## config.mk

```make
export PLATFORM = sky130hd
export DESIGN_NAME = piso_serializer_flat
export DESIGN_NICKNAME = d
export VERILOG_FILES = /design/src/rtl/piso_serializer_if.sv /design/src/rtl/piso_serializer.sv /design/src/flat_wrapper.sv
export SDC_FILE = /design/constraint.sdc
export NUM_CORES = 1
export LEC_CHECK = 0
export CAP_MARGIN = 0
export CELL_PAD_IN_SITES_DETAIL_PLACEMENT = 1
export CELL_PAD_IN_SITES_GLOBAL_PLACEMENT = 1
export CORE_MARGIN = 2
export CORE_UTILIZATION = 39
export CTS_BUF_LIST = sky130_fd_sc_hd__clkbuf_8
export CTS_CLUSTER_SIZE = 16
export DETAILED_ROUTE_END_ITERATION = 8
export GPL_TIMING_DRIVEN = 0
export HOLD_SLACK_MARGIN = 0.02
export PLACE_DENSITY = 0.75
export SETUP_SLACK_MARGIN = 0.4
export SYNTH_ARGS = -nofsm -noshare
export SYNTH_HDL_FRONTEND = slang
export SYNTH_SLANG_ARGS = --single-unit
```

## constraint.sdc

```tcl
create_clock -name clk -period 1.7 [get_ports clk]
set_clock_uncertainty 0.1 [all_clocks]
set_input_delay 0.34 -clock clk [delete_from_list [all_inputs] [get_ports clk]]
set_output_delay 0.34 -clock clk [all_outputs]
set_load 0.02 [all_outputs]
```

## src/rtl/piso_serializer_if.sv

```systemverilog
// Parallel word handshake plus serial output bundle for the PISO serializer.
// The master drives words and the bit strobe. The slave (serializer) returns the serial stream and status.
interface piso_serializer_if #(
    parameter int WIDTH = 8
);
    logic [WIDTH-1:0] din;
    logic             din_valid;
    logic             din_ready;
    logic             shift_en;
    logic             dout;
    logic             dout_valid;
    logic             frame_start;
    logic             busy;

    modport master (
        output din, din_valid, shift_en,
        input  din_ready, dout, dout_valid, frame_start, busy
    );

    modport slave (
        input  din, din_valid, shift_en,
        output din_ready, dout, dout_valid, frame_start, busy
    );
endinterface

```

## src/rtl/piso_serializer.sv

```systemverilog
// Parallel-in serial-out shifter with a one-word holding register for gapless back-to-back frames.
//
//   state   | meaning
//   S_IDLE  | no frame on the link; waiting for a word
//   S_SHIFT | presenting bit r_bit_cnt of the frame in r_shreg
module piso_serializer #(
    parameter int WIDTH     = 8,
    parameter bit LSB_FIRST = 1'b1
) (
    input  logic                clk,
    input  logic                rst_n,
    piso_serializer_if.slave    bus
);
    localparam int             CW   = $clog2(WIDTH);
    localparam logic [CW-1:0]  LAST = CW'(WIDTH - 1);

    typedef enum logic {
        S_IDLE  = 1'b0,
        S_SHIFT = 1'b1
    } state_t;

    state_t           r_state;
    logic [WIDTH-1:0] r_shreg;
    logic [WIDTH-1:0] r_hold;
    logic             r_hold_full;
    logic [CW-1:0]    r_bit_cnt;

    state_t           w_state_nxt;
    logic [WIDTH-1:0] w_shreg_nxt;
    logic [WIDTH-1:0] w_hold_nxt;
    logic             w_hold_full_nxt;
    logic [CW-1:0]    w_bit_cnt_nxt;
    logic             w_accept;
    logic             w_last;
    logic [WIDTH-1:0] w_shifted;

    always_ff @(posedge clk or negedge rst_n) begin
        if (!rst_n) begin
            r_state     <= S_IDLE;
            r_shreg     <= '0;
            r_hold      <= '0;
            r_hold_full <= 1'b0;
            r_bit_cnt   <= '0;
        end else begin
            r_state     <= w_state_nxt;
            r_shreg     <= w_shreg_nxt;
            r_hold      <= w_hold_nxt;
            r_hold_full <= w_hold_full_nxt;
            r_bit_cnt   <= w_bit_cnt_nxt;
        end
    end

    always_comb begin
        w_state_nxt     = r_state;
        w_shreg_nxt     = r_shreg;
        w_hold_nxt      = r_hold;
        w_hold_full_nxt = r_hold_full;
        w_bit_cnt_nxt   = r_bit_cnt;
        w_accept        = bus.din_valid && !r_hold_full;
        w_last          = (r_bit_cnt == LAST);
        w_shifted       = LSB_FIRST ? (r_shreg >> 1) : (r_shreg << 1);

        case (r_state)
            S_IDLE: begin
                if (w_accept) begin
                    w_shreg_nxt   = bus.din;
                    w_bit_cnt_nxt = '0;
                    w_state_nxt   = S_SHIFT;
                end
            end
            S_SHIFT: begin
                if (bus.shift_en && w_last) begin
                    // Frame boundary: queued word first, then a same-edge word, else drop to idle.
                    if (r_hold_full) begin
                        w_shreg_nxt     = r_hold;
                        w_hold_full_nxt = 1'b0;
                        w_bit_cnt_nxt   = '0;
                    end else if (w_accept) begin
                        w_shreg_nxt   = bus.din;
                        w_bit_cnt_nxt = '0;
                    end else begin
                        w_shreg_nxt   = '0;
                        w_bit_cnt_nxt = '0;
                        w_state_nxt   = S_IDLE;
                    end
                end else begin
                    if (bus.shift_en) begin
                        w_shreg_nxt   = w_shifted;
                        w_bit_cnt_nxt = r_bit_cnt + CW'(1);
                    end
                    if (w_accept) begin
                        w_hold_nxt      = bus.din;
                        w_hold_full_nxt = 1'b1;
                    end
                end
            end
            default: w_state_nxt = S_IDLE;
        endcase
    end

    assign bus.dout        = LSB_FIRST ? r_shreg[0] : r_shreg[WIDTH-1];
    assign bus.dout_valid  = (r_state == S_SHIFT);
    assign bus.frame_start = (r_state == S_SHIFT) && (r_bit_cnt == '0);
    assign bus.din_ready   = !r_hold_full;
    assign bus.busy        = (r_state == S_SHIFT) || r_hold_full;
endmodule

```

## src/flat_wrapper.sv

```systemverilog
// flat-port wrapper written by rule: the top's interface ports become plain ports
module piso_serializer_flat 
#(
    parameter int WIDTH     = 8,
    parameter bit LSB_FIRST = 1'b1
)
  (clk, rst_n, bus_din, bus_din_valid, bus_shift_en, bus_din_ready, bus_dout, bus_dout_valid, bus_frame_start, bus_busy);
  piso_serializer_if #(.WIDTH(WIDTH)) bus_i ();
  input  logic clk;
  input  logic rst_n;
  input wire logic [$bits(bus_i.din)-1:0] bus_din;
  input wire logic [$bits(bus_i.din_valid)-1:0] bus_din_valid;
  input wire logic [$bits(bus_i.shift_en)-1:0] bus_shift_en;
  output wire logic [$bits(bus_i.din_ready)-1:0] bus_din_ready;
  output wire logic [$bits(bus_i.dout)-1:0] bus_dout;
  output wire logic [$bits(bus_i.dout_valid)-1:0] bus_dout_valid;
  output wire logic [$bits(bus_i.frame_start)-1:0] bus_frame_start;
  output wire logic [$bits(bus_i.busy)-1:0] bus_busy;
  assign bus_i.din = bus_din;
  assign bus_i.din_valid = bus_din_valid;
  assign bus_i.shift_en = bus_shift_en;
  assign bus_din_ready = bus_i.din_ready;
  assign bus_dout = bus_i.dout;
  assign bus_dout_valid = bus_i.dout_valid;
  assign bus_frame_start = bus_i.frame_start;
  assign bus_busy = bus_i.busy;
  piso_serializer #(.WIDTH(WIDTH), .LSB_FIRST(LSB_FIRST)) u_core (.clk(clk), .rst_n(rst_n), .bus(bus_i));
endmodule
```

[After elaboration in Yosys (flattened, before gate mapping)]
Cells that the tools add are included.
Operators by class
  equal/unequal tests: 3
  bitwise gates (word level): 2
  add/subtract/negate cells: 1
  mux-type cells: 16
  reduce and logical (&&, ||, !) cells: 10
Operator list (number)
  $mux 8: 5
  $pmux 8 s2: 1
  $mux 3: 3
  $pmux 3 s2: 1
  $mux 1: 5
  $reduce_and 2->1: 2
  $add 3x1->3 const B: 1
  $eq 3x3->1 const B: 1
  $logic_and 1x1->1: 3
  $logic_not 3->1: 1
  $ne 3x3->1 const B: 1
  $reduce_and 3->1: 1
  $ne 2x1->1 const B: 1
  $not 1->1: 2
  $pmux 1 s2: 1
  $reduce_bool 2->1: 1
  $logic_not 1->1: 1
  $logic_or 1x1->1: 1
Storage, ports and cells
  bits in registers: 21
  output and inout bits: 5
  input port bits: 12
  logic and storage cells: 37

[Longest topological paths before layout]
Gate-level depths: netlist (run 1).
  word-level depth: 6
  gate-level depth with buffers: 6
  depth with buffers taken out: 5

[Worst setup path before layout (run 1)]
OpenSTA, ideal clock, no wires.
  kind: register -> register
  from: register u_core.r_bit_cnt[0]
  to: register u_core.r_hold[0]
  path slack: -0.127 ns
  data arrival time: 1.602 ns
  library setup time: 0.125 ns
  cell stages (with the launch flop): 7
  clock period less this slack: 1.827 ns
  data required time: 1.475 ns
  path buffers: 1
  cells stage by stage: dfrtp_1 -> ha_1 -> ha_1 -> nand2_1 -> and4_2 -> buf_4 -> mux2_2
Between the ends
  cells in the longest elaborated chain, start to end: 4
Ends and longest elaborated chain
  start: declaration: line piso_serializer.sv:26  | logic [CW-1:0] r_bit_cnt;
  start signal: assignment: line piso_serializer.sv:49  | r_bit_cnt <= w_bit_cnt_nxt;
  $eq 3x3->1: line piso_serializer.sv:60  | w_last = (r_bit_cnt == LAST);
  $logic_and 1x1->1: line piso_serializer.sv:72  | if (bus.shift_en && w_last) begin
  $not 1->1 (no line)
  $reduce_and 3->1 (no line)
  end signal: assignment: line piso_serializer.sv:47  | r_hold <= w_hold_nxt;
  end: declaration: line piso_serializer.sv:24  | logic [WIDTH-1:0] r_hold;
No other way between the ends.
A chain may end at the register's enable or synchronous reset.

[Worst setup path after layout (run 1)]
  from: register u_core.r_bit_cnt[1]
  to: register u_core.r_hold[4]
Same word-level chain as after synthesis.

==> key figures, run 1 <==
Route
  • Drt drc: 0
  • Initial DRC count: 63
  • Via density: 6.011
  • Final WL: 4494 um
  • Routed WL per cell: 24.83 um
  • Via count: 1088
  • Post-route ant nets: 0
  • Pre-Repair DR Iteration Count: 4

Logic synthesis
  • Flop and latch count out of synthesis: 21
  • Post-synth top area cell: dfrtp_1
  • Asr flop ratio synth: 1.000
  • Syn_area_per_cell: 10.85 sq um
  • Yosys cell types: 27
  • Cell area after synthesis: 1182 sq um
  • Syn Inst Count: 109
  • Top post-synthesis cells by area: dfrtp_1 (44%), mux2_2 (7.6%), a2bb2oi_1 (5.9%)
  • Synth top area share: 0.4444
  • Post-synth net total: 124
  • Count leader, synth: dfrtp_1
  • Post-synth top cells: dfrtp_1 (21), o21ai_0 (10), a21o_1 (9), a2bb2oi_1 (8), mux2_2 (8)
  • Synth Warn #: 0
  • Post-synth EDFFs: 0
  • Post-synthesis sequential area ratio: 0.4444
  • Main synth FF type: dfrtp_1

STA
  • Fin worst setup slack: -0.08279 ns
  • Slew @ Worst Pin: 0.9755 ns
  • Final Hold Viols: 0
  • # setup viols final: 12
  • Minimum clock period: 1.783 ns
  • Tcrit/Tclk final: 1.049
  • Worst rel slew slack: 0.3497
  • Max Slew Vio Count: 0
  • Hold_ws: 0.2413 ns
  • Setup TNS: -0.4917 ns
  • Unrepaired setup endpoints after global routing: yes
  • Fmax: 0.5609 GHz

Worst setup path
  • Worst reg2reg endpoint: u_core.r_hold[4]$_DFFE_PN0P_
  • WP data arrival: 1.83 ns
  • CP peak stage delay: 0.42 ns
  • R2R cell count: 6
  • CP Buf/Inv Count: 1
  • Setup crit start kind: register
  • Crit path kind: register to register
  • RR Startpoint: u_core.r_bit_cnt[1]$_DFFE_PN0P_
  • Worst setup endpoint: u_core.r_hold[4]$_DFFE_PN0P_
  • R2r setup slk: -0.08 ns
  • Crit end category: register
  • Stages on worst setup path: 6
  • Crit-path max FO: 5
  • Worst path slowest cell: dfrtp_1
  • Beginning of the critical path: u_core.r_bit_cnt[1]$_DFFE_PN0P_
  • Crit path required time: 1.75 ns
  • Top delay family on crit path: flip-flops
  • Cell Chain, Critical Path: ha_2 -> ha_4 -> nand2_4 -> and4_4 -> buf_12 -> mux2_4

Place
  • Post-DP Area: 1461 sq um
  • Detail Placement HPWL: 2109 um
  • DP Cell Count: 156
  • RePlAce Congestion: 0.7724
  • I/O Buffers: 16

Clocking
  • Clock-pin slew on the worst setup and hold paths: 0.07 ns
  • Root Buffer: clkbuf_8
  • CTS Buf Count: 3
  • Max clock buf depth: 2
  • Worst-Skew Late Latency: 0.27 ns
  • H-tree level count: 1
  • Post-cts hold buffer count: 0
  • TritonCTS Sinks: 21
  • CTS tree: built

Finish
  • Syn-to-layout area delta: 59.68%
  • Layout Nets: 166
  • Non-filler cells, final: 181
  • Design Area, Final: 1888 sq um
  • Fraction of layout cells with a size suffix above 1: 0.5067
  • Ant diodes: 0

Power
  • Leakage: 0.8577 nW
  • Peak supply drop: 0.0009841 V
  • Tot Pwr: 3.309 mW
  • PwrDens: 1753 nW/um^2

Floorplanning
  • Starting Density: 0.4180
  • Die H: 59.06 um
  • Die Wd: 59.06 um
  • Io pins: 17
  • Core Region: 2829 sq um
  • Die Area: 3488 sq um
  • FP Rows: 19

Global route
  • Grt ovf: 0
  • Vias in the first global route: 1183
  • Initial antenna violation count: 0
  • GRT Total Usage: 0.2600
  • Largest net degree at the start of global routing: 22
  • Global-route wire length before repair: 6430 um

Hold path
  • Hold Crit Class: input port to async pin

Status
  • Run status: complete, but fails checks
  • Failing checks: setup timing

Flow run
  • Max-capacitance violation count: 0
-- stage by stage --
step,util,worst slack [ns]
5_1_grt,0.6674,-0.1178
3_3_place_gp,0.5166,-0.6104
2_1_floorplan,-,0.006025
6_report,0.6674,-0.08279
3_5_place_dp,0.5166,-0.5682
4_1_cts,0.6298,-0.03255
-- power breakdown --
part	switching (mW)	leakage (nW)	internal, mW
sequential	0.194	0.238	0.742
clock	0.170	0.0255	0.164
combinational	0.858	0.594	1.18
-- timing repair --
item,CTS,global route
hold endpoints to repair,0,0
pin swaps,15,8
setup buffers,12,6
setup endpoints to repair,47,25
cloned,3,0
resized for setup,75,18
-- layout make-up --
type / instances / area [sq um]
plain buffers: 8 / 112.6
flip-flops and latches: 21 / 526.8
fillers: 279 / 940.9
clock inverters: 1 / 5.005
inverters: 5 / 23.77
well taps: 31 / 38.79
repair buffers: 37 / 361.6
clock buffers: 3 / 41.29
multi-input cells: 75 / 778.2
-- flip-flops by register name (all words and copies together), names as in the netlist --
register / flops
u_core.r_hold_full: 1
u_core.bus.dout_valid: 1
u_core.r_hold: 8
u_core.r_shreg: 8
u_core.r_bit_cnt: 3
-- cells by family after synthesis --
logic type | Yosys count | synth area share
DFF | 21 | 0.4444
AOI/OAI and AO/OA | 37 | 0.2349
adders and majority gates | 3 | 0.03175
and+or+nand+nor | 27 | 0.1619
buffers and inverters | 13 | 0.05080
muxes | 8 | 0.07619
-- worst min-delay path by stage --
stage	endpoint	startpoint	slack (ns)	depth (start not counted)
5_1_grt	u_core.r_hold[6]$_DFFE_PN0P_	rst_n	0.30	1
4_1_cts	u_core.bus.dout_valid$_DFF_PN0_	rst_n	0.28	1
2_1_floorplan	u_core.bus.dout_valid$_DFF_PN0_	rst_n	-0.06	0
6_report	u_core.r_bit_cnt[1]$_DFFE_PN0P_	rst_n	0.24	1
3_3_place_gp	u_core.r_hold[1]$_DFFE_PN0P_	u_core.r_hold[1]$_DFFE_PN0P_	0.39	1
3_5_place_dp	u_core.r_hold[1]$_DFFE_PN0P_	u_core.r_hold[1]$_DFFE_PN0P_	0.39	1
-- layer usage --
| layer | part of all wire | track usage | up-vias |
|---|---|---|---|
| met2 | 0.50 | 0.4317 | 25 |
| met4 | 0.017 | 0.1104 | 0 |
| li1 | - | - | 490 |
| met3 | 0.027 | 0.04148 | 7 |
| met5 | 0 | 0 | - |
| met1 | 0.45 | 0.3347 | 566 |
-- layout by cell type (no fill, tap or decap), types with 2 or more instances in the layout --
master	instances
dfrtp_1	20
buf_8	4
o21ai_2	3
o21ai_0	3
buf_4	14
o311ai_1	3
mux2_4	8
a2bb2oi_2	3
ha_4	2
and3b_2	3
o21ai_1	4
a2bb2oi_1	5
buf_6	9
o311ai_4	2
and2_1	7
dlygate4sd2_1	2
clkbuf_4	3
nand2_4	2
and3b_1	5
clkdlybuf4s50_1	9
inv_1	3
inv_4	2
clkbuf_8	3
o311ai_2	2
a21o_1	9
Note: power is estimated with default switching activity, not from simulation.
==> run 2: changes to the inputs <==
- ABC_CLOCK_PERIOD_IN_PS: default -> 1700
==> results of run 2 <==
The final DEF is identical to that of run 1; final timing and power are the same.
